File: config.mk
export PLATFORM = sky130hd
export DESIGN_NAME = anita_scaler_bank
export DESIGN_NICKNAME = d
export VERILOG_FILES = /design/src/rtl/anita_scaler_bank.sv
export SDC_FILE = /design/constraint.sdc
export NUM_CORES = 1
export LEC_CHECK = 0
export ABC_AREA = 1
export ABC_CLOCK_PERIOD_IN_PS = 5200
export BUFFER_PORTS_ARGS = -buffer_cell sky130_fd_sc_hd__buf_2
export CAP_MARGIN = 0
export CORE_AREA = 2 2 226 228
export DETAILED_ROUTE_END_ITERATION = 16
export DIE_AREA = 0 0 228 230
export REMOVE_ABC_BUFFERS = 1
export SYNTH_ARGS = -nofsm -noshare
export SYNTH_HDL_FRONTEND = slang
export SYNTH_SLANG_ARGS = --single-unit
File: constraint.sdc
create_clock -name clk_i -period 5.2 [get_ports clk_i]
set_input_delay 0.26 -clock clk_i [delete_from_list [all_inputs] [get_ports clk_i]]
set_output_delay 0.26 -clock clk_i [all_outputs]
set_load 0.01 [all_outputs]
File: src/rtl/anita_scaler_bank.sv
// Trigger-rate scaler bank: per-channel saturating counters, snapshotted and cleared on PPS,
// read back through one addressed port with one-cycle latency.
module anita_scaler_bank #(
    parameter int unsigned NCHAN      = 16,
    parameter int unsigned WIDTH      = 8,
    parameter int unsigned PRESCALE   = 0,
    parameter int unsigned ADDR_BITS  = 4,
    parameter int unsigned EPOCH_BITS = 16
) (
    input  logic                  clk_i,
    input  logic                  rst_i,
    input  logic                  pps_i,
    input  logic [NCHAN-1:0]      count_i,
    input  logic [NCHAN-1:0]      mask_i,
    input  logic                  edge_mode_i,
    input  logic                  rd_i,
    input  logic [ADDR_BITS-1:0]  rd_addr_i,
    output logic [WIDTH-1:0]      rd_data_o,
    output logic                  rd_sat_o,
    output logic                  rd_valid_o,
    output logic                  latch_o,
    output logic [EPOCH_BITS-1:0] epoch_o
);

    localparam int unsigned CW = WIDTH + PRESCALE;

    logic [CW-1:0]    cnt_q     [NCHAN];
    logic [CW:0]      cnt_sum   [NCHAN];
    logic [WIDTH-1:0] latched_q [NCHAN];
    logic [NCHAN-1:0] sat_q;
    logic [NCHAN-1:0] count_q;
    logic [NCHAN-1:0] inc;
    logic [NCHAN-1:0] full;
    logic [WIDTH-1:0] rd_data_d;
    logic             rd_sat_d;

    // Carry out of counter+1 marks an all-ones (saturated) counter.
    always_comb begin
        for (int c = 0; c < int'(NCHAN); c++) begin
            cnt_sum[c] = {1'b0, cnt_q[c]} + {{CW{1'b0}}, 1'b1};
            full[c]    = cnt_sum[c][CW];
            inc[c]     = count_i[c] & ~(edge_mode_i & count_q[c]) & ~mask_i[c];
        end
    end

    always_comb begin
        rd_data_d = '0;
        rd_sat_d  = 1'b0;
        for (int c = 0; c < int'(NCHAN); c++) begin
            if (rd_addr_i == ADDR_BITS'(c)) begin
                rd_data_d = latched_q[c];
                rd_sat_d  = sat_q[c];
            end
        end
    end

    always_ff @(posedge clk_i) begin
        if (rst_i) begin
            for (int c = 0; c < int'(NCHAN); c++) begin
                cnt_q[c]     <= '0;
                latched_q[c] <= '0;
            end
            sat_q      <= '0;
            // All-ones so an input already high at release is not seen as an edge.
            count_q    <= '1;
            rd_data_o  <= '0;
            rd_sat_o   <= 1'b0;
            rd_valid_o <= 1'b0;
            latch_o    <= 1'b0;
            epoch_o    <= '0;
        end else begin
            count_q    <= count_i;
            latch_o    <= pps_i;
            rd_valid_o <= rd_i;
            if (rd_i) begin
                rd_data_o <= rd_data_d;
                rd_sat_o  <= rd_sat_d;
            end
            if (pps_i) begin
                epoch_o <= epoch_o + {{(EPOCH_BITS-1){1'b0}}, 1'b1};
            end
            for (int c = 0; c < int'(NCHAN); c++) begin
                if (pps_i) begin
                    latched_q[c] <= cnt_q[c][PRESCALE +: WIDTH];
                    sat_q[c]     <= full[c];
                    cnt_q[c]     <= '0;
                end else if (inc[c] && !full[c]) begin
                    cnt_q[c] <= cnt_sum[c][CW-1:0];
                end
            end
        end
    end

endmodule
# Word-level counts from Yosys, hierarchy flattened
# Memory sizes are Yosys's and may differ from the RTL's.
# Index checks and enable logic that the tools add are counted.
[totals]
ff_bits = 59
mem_bits_rw = 256
input_bits = 41
out_inout_bits = 27
n_memories = 2
[memory_table]
columns = ["memory", "depth", "width", "rd", "rd_ports_with_merged_regs", "write_ports", "line", "text"]
rows = [
  ["cnt_q", 16, 8, 16, 0, 16, "27", "logic [CW-1:0] cnt_q [NCHAN];"],
  ["latched_q", 16, 8, 16, 0, 16, "29", "logic [WIDTH-1:0] latched_q [NCHAN];"],
]
[classes]
add_sub_neg = 17
n_eq_ne = 15
mux = 149
bitwise_logic = 128
reduce_logical = 33
[op_table]
columns = ["operator", "n"]
rows = [
  ["2-to-1 mux 8 bit", 64],
  ["adder 8 x 1 -> 9 bit (second input constant)", 16],
  ["2-to-1 mux 1 bit", 85],
  ["bitwise AND 1 bit", 48],
  ["OR 1 bit", 48],
  ["equality test 4 bit (second input constant)", 8],
  ["inverter 1 bit", 32],
  ["adder 16 x 1 -> 16 bit (second input constant)", 1],
  ["equality test 4 x 3 -> 1 bit (second input constant)", 4],
  ["logical AND 1 bit", 16],
  ["zero test 1 bit", 16],
  ["equality test 4 x 2 -> 1 bit (second input constant)", 2],
  ["equality test 4 x 1 -> 1 bit (second input constant)", 1],
  ["zero test 4 bit", 1],
]

# Depth between registers and ports, before layout
[logic_depth]
ltp_word = 17
mapped_depth = 15

# Least setup slack after synthesis
# OpenSTA, ideal clock, no wires.
[synth_timing]
kind = "input port to flip-flop"
startpoint = "in pps_i"
endpoint = "mem cnt_q[0][48] (netlist bit) (enable)"
setup_time_ns = 0.304
arrival_ns = 4.612
required_time_ns = 4.896
path_slack_ns = 0.284
cell_stages = 6
n_path_buf = 1
path_cell_list = "nor2_1 inv_1 buf_1 a2111oi_2 nand2_1 nand2_1"
[synth_rtl]
columns = ["item", "line", "text"]
rows = [
  ["start: declaration", "12", "input logic pps_i,"],
  ["end: declaration", "27", ""],
]

==> results by group <==
Worst setup path
  – Reg-to-Reg End: cnt_q[0][28]
  – Slowest CP cell: inv_2
  – Worst Path Required: 5490 ps
  – Reg2Reg Depth: 8
  – Crit path to: latched_q[0][13]
  – Crit. End Element: flop
  – Startpoint of the worst register-to-register path: cnt_q[0][24]
  – Crit Path Class: input port to flop
  – Worst Path Arrival: 2570 ps
  – Critical path launch point type: input port
  – Worst Setup SP: rst_i
  – Crit Path Max Fanout: 65
  – Flop-to-flop setup slack: 2950 ps
  – Largest stage delay on the critical path: 720 ps
  – Cell Chain, Critical Path: buf_2, buf_4, nor2_1, inv_2, buf_4, nor2_1

Placement
  – Dpl cells: 2294
  – Gpl congestion: 0.845
  – I/O Buffers: 67
  – Dpl hpwl: 23.6 mm

Timing
  – Setup Skew: 11.5 ps
  – Worst Max-Slew Pin Slew: 959 ps
  – Fin crit period: 2290 ps
  – Final max-slew violation count: 0
  – Tcrit/Tclk final: a little over two fifths
  – RSZ-0062 raised after global routing: false
  – Fmax: 0.438 GHz
  – Rel. slew slack: between 30% and 40%
  – Fin. Hold Viols: 0
  – Endpoints failing setup: 0

Floorplan
  – Chip height: roughly 230 um
  – Die ar.: around 0.052 mm2
  – Initial core utilization: 29.7%
  – Die W: approximately 230 um
  – I/O pins: 68
  – Standard-cell rows: 82
  – Core area: between 0.04 and 0.05 mm2

Drt
  – Initial drt markers: 704
  – ANT nets after route: 0
  – DRC: 0
  – Mean number of vias per cell: 4.45
  – DR WL/cell: between 10 and 15 um
  – DR pass1 iterations: 5
  – Post-Route WL: roughly 33 mm
  – Vias: 10500

Synthesis
  – Number of synthesized flops with an enable pin: approximately 260
  – Seq cells post-synth: 315
  – Synth Instances: ~1600
  – Main synth FF type: edfxtp_1
  – Fraction of registers with async set/reset: 0%
  – Sequential area share after synthesis: 60.0%
  – Synthesized area: 0.0148 mm2
  – Synthesized area per cell: around 9.4 um2
  – Syn. warnings: 0
  – Netlist cell types: 37

Cells and area
  – Most common cell after layout, fill and taps aside: nor2_1
  – Synthesis-to-finish area growth: 15.8%
  – N_diodes: 0
  – Share of layout cells above drive strength 1: about a tenth
  – Core Util, Final: between 30% and 40%
  – Final Non-Filler Cells: 2368
  – Layout Nets: 1730
  – Most frequent cells in the layout: nor2_1 (320), nand2_1 (273), inv_1 (264), edfxtp_1 (256), a21oi_1 (80)

Global route
  – Grt met2 use: roughly 20%
  – Initial antenna violation count: 0
  – Vias in the first global route: 10300
  – First-pass GRT wire length: 53.5 mm
  – Pin count of the biggest net entering global routing: 66
  – Routing usage on met3: 1.67%
  – Gr busiest metal: met2
  – Total GRT Usage: 12.5%
  – Grt ovf: 0
  – Met1 usage: 17.1%

Min path
  – Hold_sp: pps_i
  – Worst hold-check path type: input port to flop

Clocking
  – Post-CTS setup buffer count: 0
  – CTS Buf Count: 31
  – Max clock buf depth: 3
  – H-tree depth: 1
  – CTS tree: done
  – Cell at the root of the clock tree: clkbuf_16
  – Clock slew seen by the registers of the worst setup and hold paths: ~60 ps
  – Clock sinks: between 300 and 400
  – Clock Latency Late Sink: 560 ps

Power and ir drop
  – Peak supply drop: 0.000208 V
  – P_leak: 6.46 nW
  – PD cells: 325 mW/mm2

Flow run
  – Maxcap violations: 0

Outcome
  – Status: finished clean
[worst min-delay path by stage]
| stage | end | slack, ps | cells past startpoint |
|---|---|---|---|
| after detailed placement | sat_q[10] | 450 | 2 |
| after global placement | sat_q[14] | 440 | 2 |
| after floorplan | rd_data_o[1] | 320 | 1 |
| after CTS | epoch_o[0] | 30 | 2 |
| after global routing | epoch_o[0] | 50 | 2 |
| final | epoch_o[0] | 60 | 2 |
[sequential cells by signal, indices dropped and copies added (netlist names)]
register,flops
count_q,16
rd_sat_o,1
latched_q,128
rd_data_o,8
epoch_o,16
sat_q,16
cnt_q,128
latch_o,1
rd_valid_o,1
[cells in the mapped netlist (5+ instances only)]
master	n	area (um2)
dfxtp_1	59	1180
clkbuf_1	22	82.6
nor2_1	321	1200
nand2_4	6	67.6
nor4_1	15	93.8
xor2_1	21	184
nor2_2	7	43.8
nor3_1	48	240
nor2_4	5	56.3
a21oi_1	80	400
nor3b_1	28	210
edfxtp_1	256	7690
o22ai_1	7	43.8
inv_2	6	22.5
ha_1	17	213
nand4_1	28	175
nand3_1	47	235
a2111oi_4	8	220
inv_1	265	995
o21ai_0	24	120
a2111oi_2	7	105
nand2_1	273	1020
[cell families after synthesis]
kind of cell / after synthesis / synth area share (%)
DFF: 315 / 60.0
adders and majority gates: 17 / 1.44
xor gates and xnor gates: 21 / 1.24
AOI/OAI and AO/OA: 134 / 6.40
and+or+nand+nor: 788 / 23.2
buffers and inverters: 301 / 7.72
[final cells by class]
class | count | area [um2]
Sequential cell | 315 | 8870
Timing Repair Buffer | 91 | 558
Fill cell | 5090 | 32700
Multi-Input combinational cell | 960 | 4790
Inverter | 273 | 1030
Tap cell | 672 | 841
Clock inverter | 14 | 159
Clock buffer | 43 | 882
[power by group]
group	total, W	internal [W]	switching, W	leakage, nW
combinational	0.000342	0.0000959	0.000246	2.61
clock	0.00231	0.00134	0.000970	0.512
sequential	0.00292	0.00285	0.0000658	3.33
total	0.00557	0.00429	0.00128	6.46
[stage by stage]
step	hold slack, ps	setup WS, ps	total power [W]	area (um2)	TNS [ps]
floorplan	322	-163	0.00316	14700	-2670
global placement	442	2400	0.00330	15900	0
detailed placement	449	2310	0.00331	15900	0
CTS	34.5	2910	0.00563	17100	0
global route	55.0	2720	0.00578	17100	0
finish	61.7	2910	0.00557	17100	0
[critical path, delay by kind of cell]
kind          cells  cell delay, ps
buf+inv           4            1940
simple gates      2             290
[repair_timing]
action                     CTS  global route
setup endpoints to repair    0             0
hold endpoints to repair    18             0
hold buffers                17             0
gates resized for setup      0             0
[per-layer routing]
| metal | vias up | routed length, um |
|---|---|---|
| li1 | 5360 | - |
| met1 | 4904 | 16200 |
| met2 | 195 | 15000 |
| met3 | 68 | 1160 |
| met4 | 0 | 1040 |
| met5 | - | 0 |
Note: power is estimated with default switching activity, not from simulation.
